File: config.mk
export PLATFORM = sky130hd
export DESIGN_NAME = mdu_iterative
export DESIGN_NICKNAME = d
export VERILOG_FILES = /design/src/rtl/mdu_pkg.sv /design/src/rtl/mdu_divstep.sv /design/src/rtl/mdu_iterative.sv
export SDC_FILE = /design/constraint.sdc
export NUM_CORES = 1
export LEC_CHECK = 0
export ABC_AREA = 1
export BUFFER_PORTS_ARGS = -buffer_cell sky130_fd_sc_hd__buf_2
export CORE_MARGIN = 1.5
export CORE_UTILIZATION = 30
export DETAILED_ROUTE_END_ITERATION = 12
export GPL_ROUTABILITY_DRIVEN = 0
export HOLD_SLACK_MARGIN = 0.1
export MAX_ROUTING_LAYER = met4
export PLACE_DENSITY_LB_ADDON = 0.1
export SYNTH_ARGS = -nofsm -noshare
export SYNTH_HDL_FRONTEND = slang
export SYNTH_SLANG_ARGS = --single-unit
File: constraint.sdc
create_clock -name CLK -period 3.1 [get_ports CLK]
set_input_delay 0.62 -clock CLK [delete_from_list [all_inputs] [get_ports CLK]]
set_output_delay 0.62 -clock CLK [all_outputs]
set_load 0.02 [all_outputs]
File: src/rtl/mdu_pkg.sv
// Shared definitions for the iterative RV32M multiply/divide unit:
// funct3 op encodings, FSM state encoding and the operand magnitude helper.
package mdu_pkg;

    // Widest operand the magnitude helper supports
    localparam int unsigned MDU_XLEN_MAX = 64;

    // funct3 encodings of the M-extension ops
    localparam logic [2:0] MDU_MUL    = 3'd0;
    localparam logic [2:0] MDU_MULH   = 3'd1;
    localparam logic [2:0] MDU_MULHSU = 3'd2;
    localparam logic [2:0] MDU_MULHU  = 3'd3;
    localparam logic [2:0] MDU_DIV    = 3'd4;
    localparam logic [2:0] MDU_DIVU   = 3'd5;
    localparam logic [2:0] MDU_REM    = 3'd6;
    localparam logic [2:0] MDU_REMU   = 3'd7;

    typedef enum logic [1:0] {
        S_IDLE  = 2'd0,
        S_CALC  = 2'd1,
        S_FIXUP = 2'd2,
        S_DONE  = 2'd3
    } mdu_state_e;

    // Magnitude of a width-bit value held zero-extended in a wide container;
    // the value is negated only when it is signed and its sign bit is set.
    function automatic logic [MDU_XLEN_MAX-1:0] abs_sel(
        input logic [MDU_XLEN_MAX-1:0] value,
        input int unsigned             width,
        input logic                    is_signed
    );
        logic [MDU_XLEN_MAX-1:0] mask;
        logic [MDU_XLEN_MAX-1:0] top;
        logic                    neg;
        mask = (width >= MDU_XLEN_MAX) ? '1
             : ((MDU_XLEN_MAX'(1) << width) - MDU_XLEN_MAX'(1));
        top  = value >> (width - 1);
        neg  = is_signed & top[0];
        return neg ? ((~value + MDU_XLEN_MAX'(1)) & mask) : (value & mask);
    endfunction

endpackage

File: src/rtl/mdu_divstep.sv
// One combinational restoring-divide step: shift the next dividend bit into
// the partial remainder and subtract the divisor when it fits.
module mdu_divstep #(
    parameter int unsigned W = 32
) (
    input  logic [W-1:0] rem,
    input  logic [W-1:0] divisor,
    input  logic         din,
    output logic [W-1:0] rem_next_c,
    output logic         q_bit_c
);

    logic [W:0] shifted;
    logic [W:0] diff;

    // Trial subtraction; the remainder is always below the divisor, so the
    // difference fits in W+1 bits and its top bit is a clean borrow flag.
    always_comb begin
        shifted    = {rem, din};
        diff       = shifted - {1'b0, divisor};
        q_bit_c    = ~diff[W];
        rem_next_c = q_bit_c ? diff[W-1:0] : shifted[W-1:0];
    end

endmodule

File: src/rtl/mdu_iterative.sv
// Iterative RV32M multiply/divide unit for the EX stage.
// Radix-2 shift-add multiply and restoring divide over XLEN cycles, with a
// one-edge fast path for divide-by-zero and signed overflow.
// Build option: MDU_EARLY_OUT_EN lets multiplies finish as soon as the
// remaining multiplier bits are all zero.
module mdu_iterative
    import mdu_pkg::*;
#(
    parameter int unsigned XLEN  = 32,
    parameter int unsigned CNT_W = $clog2(XLEN) + 1
) (
    input  logic            CLK,
    input  logic            RESET,
    input  logic            START,
    input  logic [2:0]      OP,
    input  logic [XLEN-1:0] A,
    input  logic [XLEN-1:0] B,
    input  logic [4:0]      RD_IN,
    input  logic            KILL,
    output logic            BUSY,
    output logic            STALL,
    output logic            DONE,
    output logic [XLEN-1:0] RESULT,
    output logic [4:0]      RD_OUT
);

    localparam int unsigned       PW      = 2 * XLEN;
    localparam logic [XLEN-1:0]   MIN_NEG = XLEN'(1) << (XLEN - 1);

    mdu_state_e       state_q, state_d;
    logic [CNT_W-1:0] cnt_q, cnt_d;
    logic [XLEN-1:0]  acc_hi_q, acc_hi_d;
    logic [XLEN-1:0]  acc_lo_q, acc_lo_d;
    logic [XLEN-1:0]  opnd_q, opnd_d;
    logic [2:0]       op_q, op_d;
    logic             sa_q, sa_d;
    logic             sb_q, sb_d;
    logic [4:0]       rd_q, rd_d;
    logic             busy_q, busy_d;
    logic             done_q, done_d;
    logic [XLEN-1:0]  result_q, result_d;
    logic [4:0]       rd_out_q, rd_out_d;

    logic             signed_a, signed_b;
    logic [XLEN-1:0]  abs_a, abs_b;
    logic             div_zero, div_ovf;
    logic [XLEN-1:0]  fast_res;
    logic [XLEN:0]    mul_sum;
    logic [PW-1:0]    mul_shift;
    logic [XLEN-1:0]  div_rem;
    logic             div_q;
    logic [PW-1:0]    prod, prod_s;
    logic [XLEN-1:0]  quo_s, rem_s;
    logic [XLEN-1:0]  fix_res;

    // Operand decode at request time: signedness, magnitudes, fast-path cases
    always_comb begin
        signed_a = (OP == MDU_MULH) || (OP == MDU_MULHSU) || (OP == MDU_DIV) || (OP == MDU_REM);
        signed_b = (OP == MDU_MULH) || (OP == MDU_DIV) || (OP == MDU_REM);
        abs_a    = XLEN'(abs_sel(MDU_XLEN_MAX'(A), XLEN, signed_a));
        abs_b    = XLEN'(abs_sel(MDU_XLEN_MAX'(B), XLEN, signed_b));
        div_zero = (B == '0);
        div_ovf  = ((OP == MDU_DIV) || (OP == MDU_REM)) && (A == MIN_NEG) && (B == '1);
        if (div_zero) begin
            fast_res = OP[1] ? A : '1;
        end else begin
            fast_res = OP[1] ? '0 : A;
        end
    end

    // Multiply step: add multiplicand on the multiplier LSB, then shift right
    always_comb begin
        mul_sum   = {1'b0, acc_hi_q} + (acc_lo_q[0] ? {1'b0, opnd_q} : '0);
        mul_shift = {mul_sum, acc_lo_q[XLEN-1:1]};
    end

    mdu_divstep #(
        .W (XLEN)
    ) u_divstep (
        .rem        (acc_hi_q),
        .divisor    (opnd_q),
        .din        (acc_lo_q[XLEN-1]),
        .rem_next_c (div_rem),
        .q_bit_c    (div_q)
    );

`ifdef MDU_EARLY_OUT_EN
    logic [PW-1:0] rem_mask;
    logic          early_hit;
    logic [PW-1:0] early_prod;

    // Skip the tail of a multiply once the unprocessed multiplier bits are zero
    always_comb begin
        rem_mask   = (PW'(1) << (cnt_q - CNT_W'(1))) - PW'(1);
        early_hit  = ~op_q[2] && (cnt_q != CNT_W'(1)) && ((mul_shift & rem_mask) == '0);
        early_prod = mul_shift >> (cnt_q - CNT_W'(1));
    end
`endif

    // Sign correction and result selection for the final cycle
    always_comb begin
        prod   = {acc_hi_q, acc_lo_q};
        prod_s = (sa_q ^ sb_q) ? (~prod + PW'(1)) : prod;
        quo_s  = (sa_q ^ sb_q) ? (~acc_lo_q + XLEN'(1)) : acc_lo_q;
        rem_s  = sa_q ? (~acc_hi_q + XLEN'(1)) : acc_hi_q;
        case (op_q)
            MDU_MUL:                        fix_res = prod_s[XLEN-1:0];
            MDU_MULH, MDU_MULHSU, MDU_MULHU: fix_res = prod_s[PW-1:XLEN];
            MDU_DIV, MDU_DIVU:              fix_res = quo_s;
            default:                        fix_res = rem_s;
        endcase
    end

    // Next-state and datapath control
    always_comb begin
        state_d  = state_q;
        cnt_d    = cnt_q;
        acc_hi_d = acc_hi_q;
        acc_lo_d = acc_lo_q;
        opnd_d   = opnd_q;
        op_d     = op_q;
        sa_d     = sa_q;
        sb_d     = sb_q;
        rd_d     = rd_q;
        result_d = result_q;
        rd_out_d = rd_out_q;

        case (state_q)
            S_IDLE: begin
                if (START && !KILL) begin
                    op_d = OP;
                    rd_d = RD_IN;
                    sa_d = signed_a & A[XLEN-1];
                    sb_d = signed_b & B[XLEN-1];
                    if (OP[2] && (div_zero || div_ovf)) begin
                        state_d  = S_DONE;
                        result_d = fast_res;
                        rd_out_d = RD_IN;
                    end else begin
                        state_d  = S_CALC;
                        cnt_d    = CNT_W'(XLEN);
                        acc_hi_d = '0;
                        acc_lo_d = OP[2] ? abs_a : abs_b;
                        opnd_d   = OP[2] ? abs_b : abs_a;
                    end
                end
            end
            S_CALC: begin
                if (KILL) begin
                    state_d = S_IDLE;
                end else begin
                    cnt_d = cnt_q - CNT_W'(1);
                    if (op_q[2]) begin
                        acc_hi_d = div_rem;
                        acc_lo_d = {acc_lo_q[XLEN-2:0], div_q};
                    end else begin
                        {acc_hi_d, acc_lo_d} = mul_shift;
                    end
                    if (cnt_q == CNT_W'(1)) begin
                        state_d = S_FIXUP;
                    end
`ifdef MDU_EARLY_OUT_EN
                    if (early_hit) begin
                        {acc_hi_d, acc_lo_d} = early_prod;
                        state_d              = S_FIXUP;
                    end
`endif
                end
            end
            S_FIXUP: begin
                if (KILL) begin
                    state_d = S_IDLE;
                end else begin
                    result_d = fix_res;
                    rd_out_d = rd_q;
                    state_d  = S_DONE;
                end
            end
            S_DONE: begin
                state_d = S_IDLE;
            end
            default: begin
                state_d = S_IDLE;
            end
        endcase

        busy_d = (state_d == S_CALC) || (state_d == S_FIXUP);
        done_d = (state_d == S_DONE);
    end

    // State and datapath registers
    always_ff @(posedge CLK or negedge RESET) begin
        if (!RESET) begin
            state_q  <= S_IDLE;
            cnt_q    <= '0;
            acc_hi_q <= '0;
            acc_lo_q <= '0;
            opnd_q   <= '0;
            op_q     <= '0;
            sa_q     <= 1'b0;
            sb_q     <= 1'b0;
            rd_q     <= '0;
            busy_q   <= 1'b0;
            done_q   <= 1'b0;
            result_q <= '0;
            rd_out_q <= '0;
        end else begin
            state_q  <= state_d;
            cnt_q    <= cnt_d;
            acc_hi_q <= acc_hi_d;
            acc_lo_q <= acc_lo_d;
            opnd_q   <= opnd_d;
            op_q     <= op_d;
            sa_q     <= sa_d;
            sb_q     <= sb_d;
            rd_q     <= rd_d;
            busy_q   <= busy_d;
            done_q   <= done_d;
            result_q <= result_d;
            rd_out_q <= rd_out_d;
        end
    end

    assign BUSY   = busy_q;
    assign DONE   = done_q;
    assign RESULT = result_q;
    assign RD_OUT = rd_out_q;
    assign STALL  = busy_q | (START & (state_q == S_IDLE));

endmodule

==> results.md, run 1 <==
* RSZ-0062 raised after global routing: false
* Largest net degree at the start of global routing at 77
* Most common cell after layout, fill and taps aside: nand2_1
* Yosys cell types at 46
* Clock transition at path regs at 70 ps
* CP Data Required Time at 3500 ps
* Starting DRT DRC Count at 2283
* Worst-Skew Late Latency at 490 ps
* #FFs+latches synth at 153
* Syn nets at 3647
* Min-delay worst type: in -> reg
* Reg2Reg Setup Slack at 280 ps
* Yosys warns at 0
* Routed len/inst at 21.16 um
* Leak pwr at 11.32 nW
* CTS H-Tree Depth at 4
* Initial Utilization at 30.35%
* Hold_buf cts at 1
* Most frequent cells in the layout: 1202 x nand2_1, 442 x nor2_1, 419 x inv_1
* CP max FO at 9
* Max Buffers Root-to-Sink at 2
* Setup TNS at 0 ps
* Final Setup Violations at 0
* Share of post-route cells with drive strength above 1 at 8.326%
* Final nets at 3764
* CTS buffer count at 17
* Layout overhead on the synthesized area at 13.37%
* Pwr Total at 0.02300 W
* Vias in the first global route at 21350
* Clock Tree Root: clkbuf_16
* Initial antenna violation count at 1
* Routed wire length at 94690 um
* Status: completed
* Core Area at 0.06308 mm2
* Die Ht at 255.6 um
* Row count at 92
* # Post-CTS Setup Buffers at 0
* Total GRT Usage at 29.30%
* # resized after CTS at 0
* First-pass GRT wire length at 139600 um
* Skew final at 17.48 ps
* Crit share post-route at 91.12%
* Post-Syn Instances at 3497
* CTS Sinks at 153
* Hold Violations, Final at 0
* Register area share after synthesis at 20.00%
* Remaining DRCs at 0
* Post-route ant nets at 0
* Post-synth EDFFs at 0
* Vias post-DR at 23100
* Io pins at 116
* DRT Pass-1 Iters at 6
* Startpoint types: flop
* GRT overflow at 0
* Primary FF master, synth: dfrtp_1
* CP Class: reg -> reg
* IO Port Bufs at 115
* Vias per Instance at 5.164
* Max Slew Vio Count at 0
* Fraction of registers with async set/reset at 100.0%
* Max_cap viols at 0
* Max Freq at 0.3540 GHz
* Final min period at 2825 ps
* Peak supply drop at 0.0004591 V
* Post-synthesis average cell area at 5.474 um2
* Die area at 0.06533 mm2
* Cell Area, Synth at 0.01914 mm2
* Worst EP arrival at 3220 ps
* Worst-margin pin slew at 962.9 ps
* CP Capture Type: flop
* Rel. slew slack at 35.74%
* Post-DP HPWL at 77710 um
* Pwr dens at 1060 mW/mm2
* Die width at 255.6 um
* CTS tree: done
worst max-delay path, cell delays in order (launching register included):
cell and delay [ps]:
dfrtp_1 460, ha_1 280, fa_1 410, inv_1 100, nand2_1 50, nand2_1 80
nand3_1 70, nand2_1 130, nand2_1 80, nand2_1 110, nand2_1 100, nand2_1 80
nand2_1 60, nand2_2 150, buf_4 200, nand2_1 60, nand3_1 100, nand2_1 110
o21ai_1 90
layout make-up:
class / count / area (um2)
Tap cell: 846 / 1059
Clock inverter: 12 / 118.9
Multi-Input combinational cell: 2788 / 13100
Clock buffer: 20 / 446.7
Timing Repair Buffer: 221 / 1518
Antenna cell: 1 / 2.502
Inverter: 433 / 1627
Sequential cell: 153 / 3830
Fill cell: 7477 / 41380
cell usage after synthesis (3+ instances only):
| library cell | n | area [um2] |
|---|---|---|
| buf_4 | 9 | 67.56 |
| o21bai_1 | 13 | 97.59 |
| nand3_2 | 4 | 40.04 |
| xor2_1 | 47 | 411.6 |
| clkbuf_1 | 69 | 259.0 |
| xnor2_1 | 17 | 148.9 |
| nand3_1 | 367 | 1837 |
| nor3_1 | 31 | 155.2 |
| o21ai_2 | 3 | 26.28 |
| o21ai_0 | 220 | 1101 |
| inv_2 | 12 | 45.04 |
| ha_1 | 72 | 900.9 |
| inv_1 | 419 | 1573 |
| nor2_4 | 4 | 45.04 |
| nand3b_1 | 20 | 150.1 |
| o31ai_1 | 6 | 45.04 |
| a21o_1 | 3 | 22.52 |
| o22ai_1 | 4 | 25.02 |
| a31oi_1 | 4 | 25.02 |
| nor2_1 | 445 | 1670 |
| buf_6 | 10 | 112.6 |
| buf_1 | 11 | 41.29 |
| nor2_2 | 8 | 50.05 |
| nand2_2 | 8 | 50.05 |
| o211ai_1 | 38 | 285.3 |
| nor4_1 | 4 | 25.02 |
| nand2_1 | 1202 | 4512 |
| a21oi_1 | 167 | 835.8 |
| or2_2 | 4 | 25.02 |
| o21ai_1 | 49 | 245.2 |
| buf_2 | 24 | 120.1 |
| nand4_1 | 35 | 219.0 |
| dfrtp_1 | 153 | 3829 |
power by group:
part / switching, W / total [W] / internal (W)
logic: 0.0117 / 0.0168 / 0.00512
clock network: 0.00101 / 0.00215 / 0.00113
registers: 0.00121 / 0.00405 / 0.00284
sequential cells by signal, summed over array words and instances, names as in the netlist:
signal / count
RESULT: 32
acc_hi_q: 32
acc_lo_q: 32
opnd_q: 32
cnt_q: 6
RD_OUT: 5
rd_q: 5
op_q: 3
state_q: 2
BUSY: 1
DONE: 1
sa_q: 1
sb_q: 1
through the flow:
stage          setup slack, ps  util, %  instance area, um2  hold slack [ps]  instances
5_1_grt                  91.45    34.40               21700            412.6       4474
3_5_place_dp             201.2    33.49               21120            465.3       4440
4_1_cts                  302.8    34.40               21700            367.5       4473
3_3_place_gp             284.2    33.49               21120            466.2       4440
2_1_floorplan            494.4        -               19140            324.4       3497
6_report                 275.2    34.40               21700            403.7       4474
path summary, 6_finish.rpt:
kind | cells after the start | startpoint | endpoint
worst max-delay path | 18 | opnd_q[0] | acc_hi_q[11]
worst min-delay path | 3 | RD_IN[3] | rd_q[3]
worst max register to register | 18 | opnd_q[0] | acc_hi_q[11]
worst min register to register | 2 | RESULT[26] | RESULT[26]
max in group asynchronous | 3 | RESET | RESULT[23]
min in group asynchronous | 2 | RESET | BUSY
logic make-up after synthesis:
group,after synthesis,share of synthesized area [%]
flops,153,20.00
xor+xnor,64,2.928
fa+ha+maj,74,4.915
simple gates,2138,46.15
buf+inv,556,11.63
compound gates,512,14.37
per-layer routing:
layer,track usage (%),vias up,wire [um]
met1,40.54,10710,44650
li1,-,11430,-
met2,44.27,846,41400
met4,10.88,0,3438
met3,2.555,117,5195
met5,-,-,0
(Power assumes the default switching activity.)
==> inputs of run 2 (changes only) <==
--- a/config.mk
+++ b/config.mk
@@ -7,13 +7,14 @@
 export LEC_CHECK = 0
 export ABC_AREA = 1
 export BUFFER_PORTS_ARGS = -buffer_cell sky130_fd_sc_hd__buf_2
-export CORE_MARGIN = 1.5
 export CORE_UTILIZATION = 30
+export CTS_CLUSTER_SIZE = 25
 export DETAILED_ROUTE_END_ITERATION = 12
 export GPL_ROUTABILITY_DRIVEN = 0
 export HOLD_SLACK_MARGIN = 0.1
 export MAX_ROUTING_LAYER = met4
 export PLACE_DENSITY_LB_ADDON = 0.1
+export REMOVE_ABC_BUFFERS = 1
 export SYNTH_ARGS = -nofsm -noshare
 export SYNTH_HDL_FRONTEND = slang
 export SYNTH_SLANG_ARGS = --single-unit
==> run 2 against run 1 <==
Effect of this change: worst hold slack improved by 5.0 ps; routed wire length is 0.92% lower; core utilization about the same; count of clock-buffer cells in the layout is 3 lower; flip-flop and latch count is the same; worst setup slack worse by 65 ps; largest cell class unchanged; via count decreased by 0.19%; clock skew rose by 4.7 ps; design area down 0.11%; maximum frequency shrank 2.3%; largest power group unchanged; sequential power is 2% lower.
==> results.md, run 2 (synthesized netlist as in run 1, its figures left out) <==
* Die area at 0.06482 mm2 (-0.78%)
* Skew final at 22.17 ps (+4.693 ps)
* Hold Crit Depth at 3 (unchanged)
* Area occupied by multi-input gates at 0.01311 mm2 (about the same)
* Row count at 92 (unchanged)
* CTS H-Tree Depth at 4 (unchanged)
* Worst EP arrival at 3300 ps (+80 ps)
* Final std cells w/o fill at 4476 (+0.045%)
* Total GRT Usage at 29.78% (+0.47 points)
* Worst-margin pin slew at 760.6 ps (-202.3 ps)
* Post-route ant nets at 0 (unchanged)
* Max_cap viols at 0 (unchanged)
* Initial antenna violation count at 2 (+1)
* # Post-CTS Setup Buffers at 0 (unchanged)
* Final min period at 2890 ps (+65.08 ps)
* Cells after DPL at 4440 (unchanged)
* CP Capture Type: flop
* Setup ws final at 210.2 ps (-65.08 ps)
* Vias per Instance at 5.152 (-0.23%)
* Startpoint types: flop
* Crit share post-route at 93.22% (+2.1 points)
* Leak pwr at 11.33 nW (about the same)
* Pwr Total at 0.02268 W (-1.4%)
* Starting DRT DRC Count at 2087 (-8.6%)
* Largest net degree at the start of global routing at 99 (+29%)
* Max Buffers Root-to-Sink at 2 (unchanged)
* CTS tree: done
* Final nets at 3764 (unchanged)
* Remaining DRCs at 0 (unchanged)
* Pwr dens at 1046 mW/mm2 (-1.3%)
* Reg-to-reg endpoint: acc_hi_q[4]
* Hold Path End: rd_q[1]
* CTS buffer count at 17 (unchanged)
* Fillers at 7442 (-0.47%)
* Final Setup Violations at 0 (unchanged)
* Worst-Skew Late Latency at 490 ps (about the same)
* Setup TNS at 0 ps (unchanged)
* Peak supply drop at 0.0004525 V (-1.4%)
* Max Slew Vio Count at 0 (unchanged)
* RSZ-0062 raised after global routing: false
* Status: completed
* Most common cell after layout, fill and taps aside: nand2_1
* Vias in the first global route at 21300 (-0.23%)
* Reg2Reg Setup Slack at 210 ps (-70 ps)
* DRT Pass-1 Iters at 6 (unchanged)
* Share of post-route cells with drive strength above 1 at 8.382% (+0.055 points)
* Initial Utilization at 30.35% (unchanged)
* Layout overhead on the synthesized area at 13.25%
* IO Port Bufs at 115 (unchanged)
* Post-DP HPWL at 76850 um (-1.1%)
* GRT overflow at 0 (unchanged)
* Core Area at 0.06308 mm2 (unchanged)
* Io pins at 116 (unchanged)
* Rel. slew slack at 49.29% (+14 points)
* Reg2reg start: opnd_q[0]
* Max Freq at 0.3460 GHz (-2.3%)
* Reg2reg path depth at 18 (unchanged)
* CTS Sinks at 153 (unchanged)
* CP Data Required Time at 3510 ps (about the same)
* Hold Violations, Final at 0 (unchanged)
* Clock transition at path regs at 70 ps (about the same)
* Routed len/inst at 20.96 um (-0.96%)
* First-pass GRT wire length at 137600 um (-1.4%)
* Most frequent cells in the layout: 1202 x nand2_1, 442 x nor2_1, 418 x inv_1
* Die Ht at 254.6 um (-0.39%)
* CP Class: reg -> reg
* Pre-CTS setup slack at 225.8 ps (+24.62 ps)
* Vias post-DR at 23060 (-0.19%)
* CP max FO at 12 (+3)
* FF/Latch Area at 0.003830 mm2 (unchanged)
* Min-delay worst type: in -> reg
* Routed wire length at 93820 um (-0.92%)
* Hold Startpoint: RD_IN[1]
* Die width at 254.6 um (-0.39%)
* Clock Tree Root: clkbuf_16
* Post-layout util at 34.37% (-0.038 points)
run 2: stage by stage:
| stage | instance area, um2 | hold slack, ps |
|---|---|---|
| floorplan | 18540 | 324.4 |
| CTS | 21670 | 370.9 |
| global placement | 21070 | 465.2 |
| global route | 21680 | 411.1 |
| finish | 21680 | 408.6 |
| detailed placement | 21070 | 460.0 |
run 2: worst max path at each step:
stage / startpoint / to / slack, ps / cells after the start
final: opnd_q[0] / acc_hi_q[4] / 210 / 18
after CTS: opnd_q[0] / acc_hi_q[4] / 190 / 18
after detailed placement: opnd_q[0] / acc_hi_q[4] / 230 / 18
after global placement: opnd_q[0] / acc_hi_q[4] / 210 / 18
after global routing: acc_lo_q[0] / acc_hi_q[15] / 40 / 16
after floorplan: op_q[2] / RESULT[4] / -1420 / 10
run 2: layout make-up:
cell class                      count  area share, %
Clock buffer                       17          1.962
Antenna cell                        3        0.03463
Sequential cell                   153          17.67
Multi-Input combinational cell   2788          60.46
Tap cell                          846          4.883
Inverter                          433          7.503
Clock inverter                     15         0.7215
Timing Repair Buffer              221          6.770
run 2: routing by layer:
| metal | vias to the layer above | routed length (um) | share of wire (%) | GRT usage, % |
|---|---|---|---|---|
| met4 | 0 | 4102 | 4.4 | 13.09 |
| met1 | 10690 | 42540 | 45 | 39.28 |
| li1 | 11430 | - | - | - |
| met2 | 819 | 41750 | 45 | 45.60 |
| met5 | - | 0 | 0 | - |
| met3 | 124 | 5426 | 5.8 | 3.542 |
run 2: critical path, stage by stage (launching register included):
cell	delay [ps]
dfrtp_1	440
ha_1	250
fa_1	410
inv_1	100
nand2_1	50
nand2_1	80
nand3_1	70
nand2_1	170
nand2_1	110
nand2_1	120
nand2_1	100
nand2_1	90
nand2_1	90
nand2_4	190
buf_4	200
nand2_1	60
nand3_1	110
nand3_1	80
nand2_1	80
run 2: power by group:
group          total, W  switching (W)  internal (W)
Clock           0.00219        0.00105       0.00114
Combinational    0.0165         0.0115       0.00505
Sequential      0.00395        0.00111       0.00284
Total            0.0227         0.0136       0.00903
run 2: timing repair:
action / 4_1_cts / 5_1_grt
hold buffers: 1 / 0
gates resized for setup: 0 / 1
endpoints found under the hold margin: 15 / 0
endpoints found under the setup margin: 0 / 7
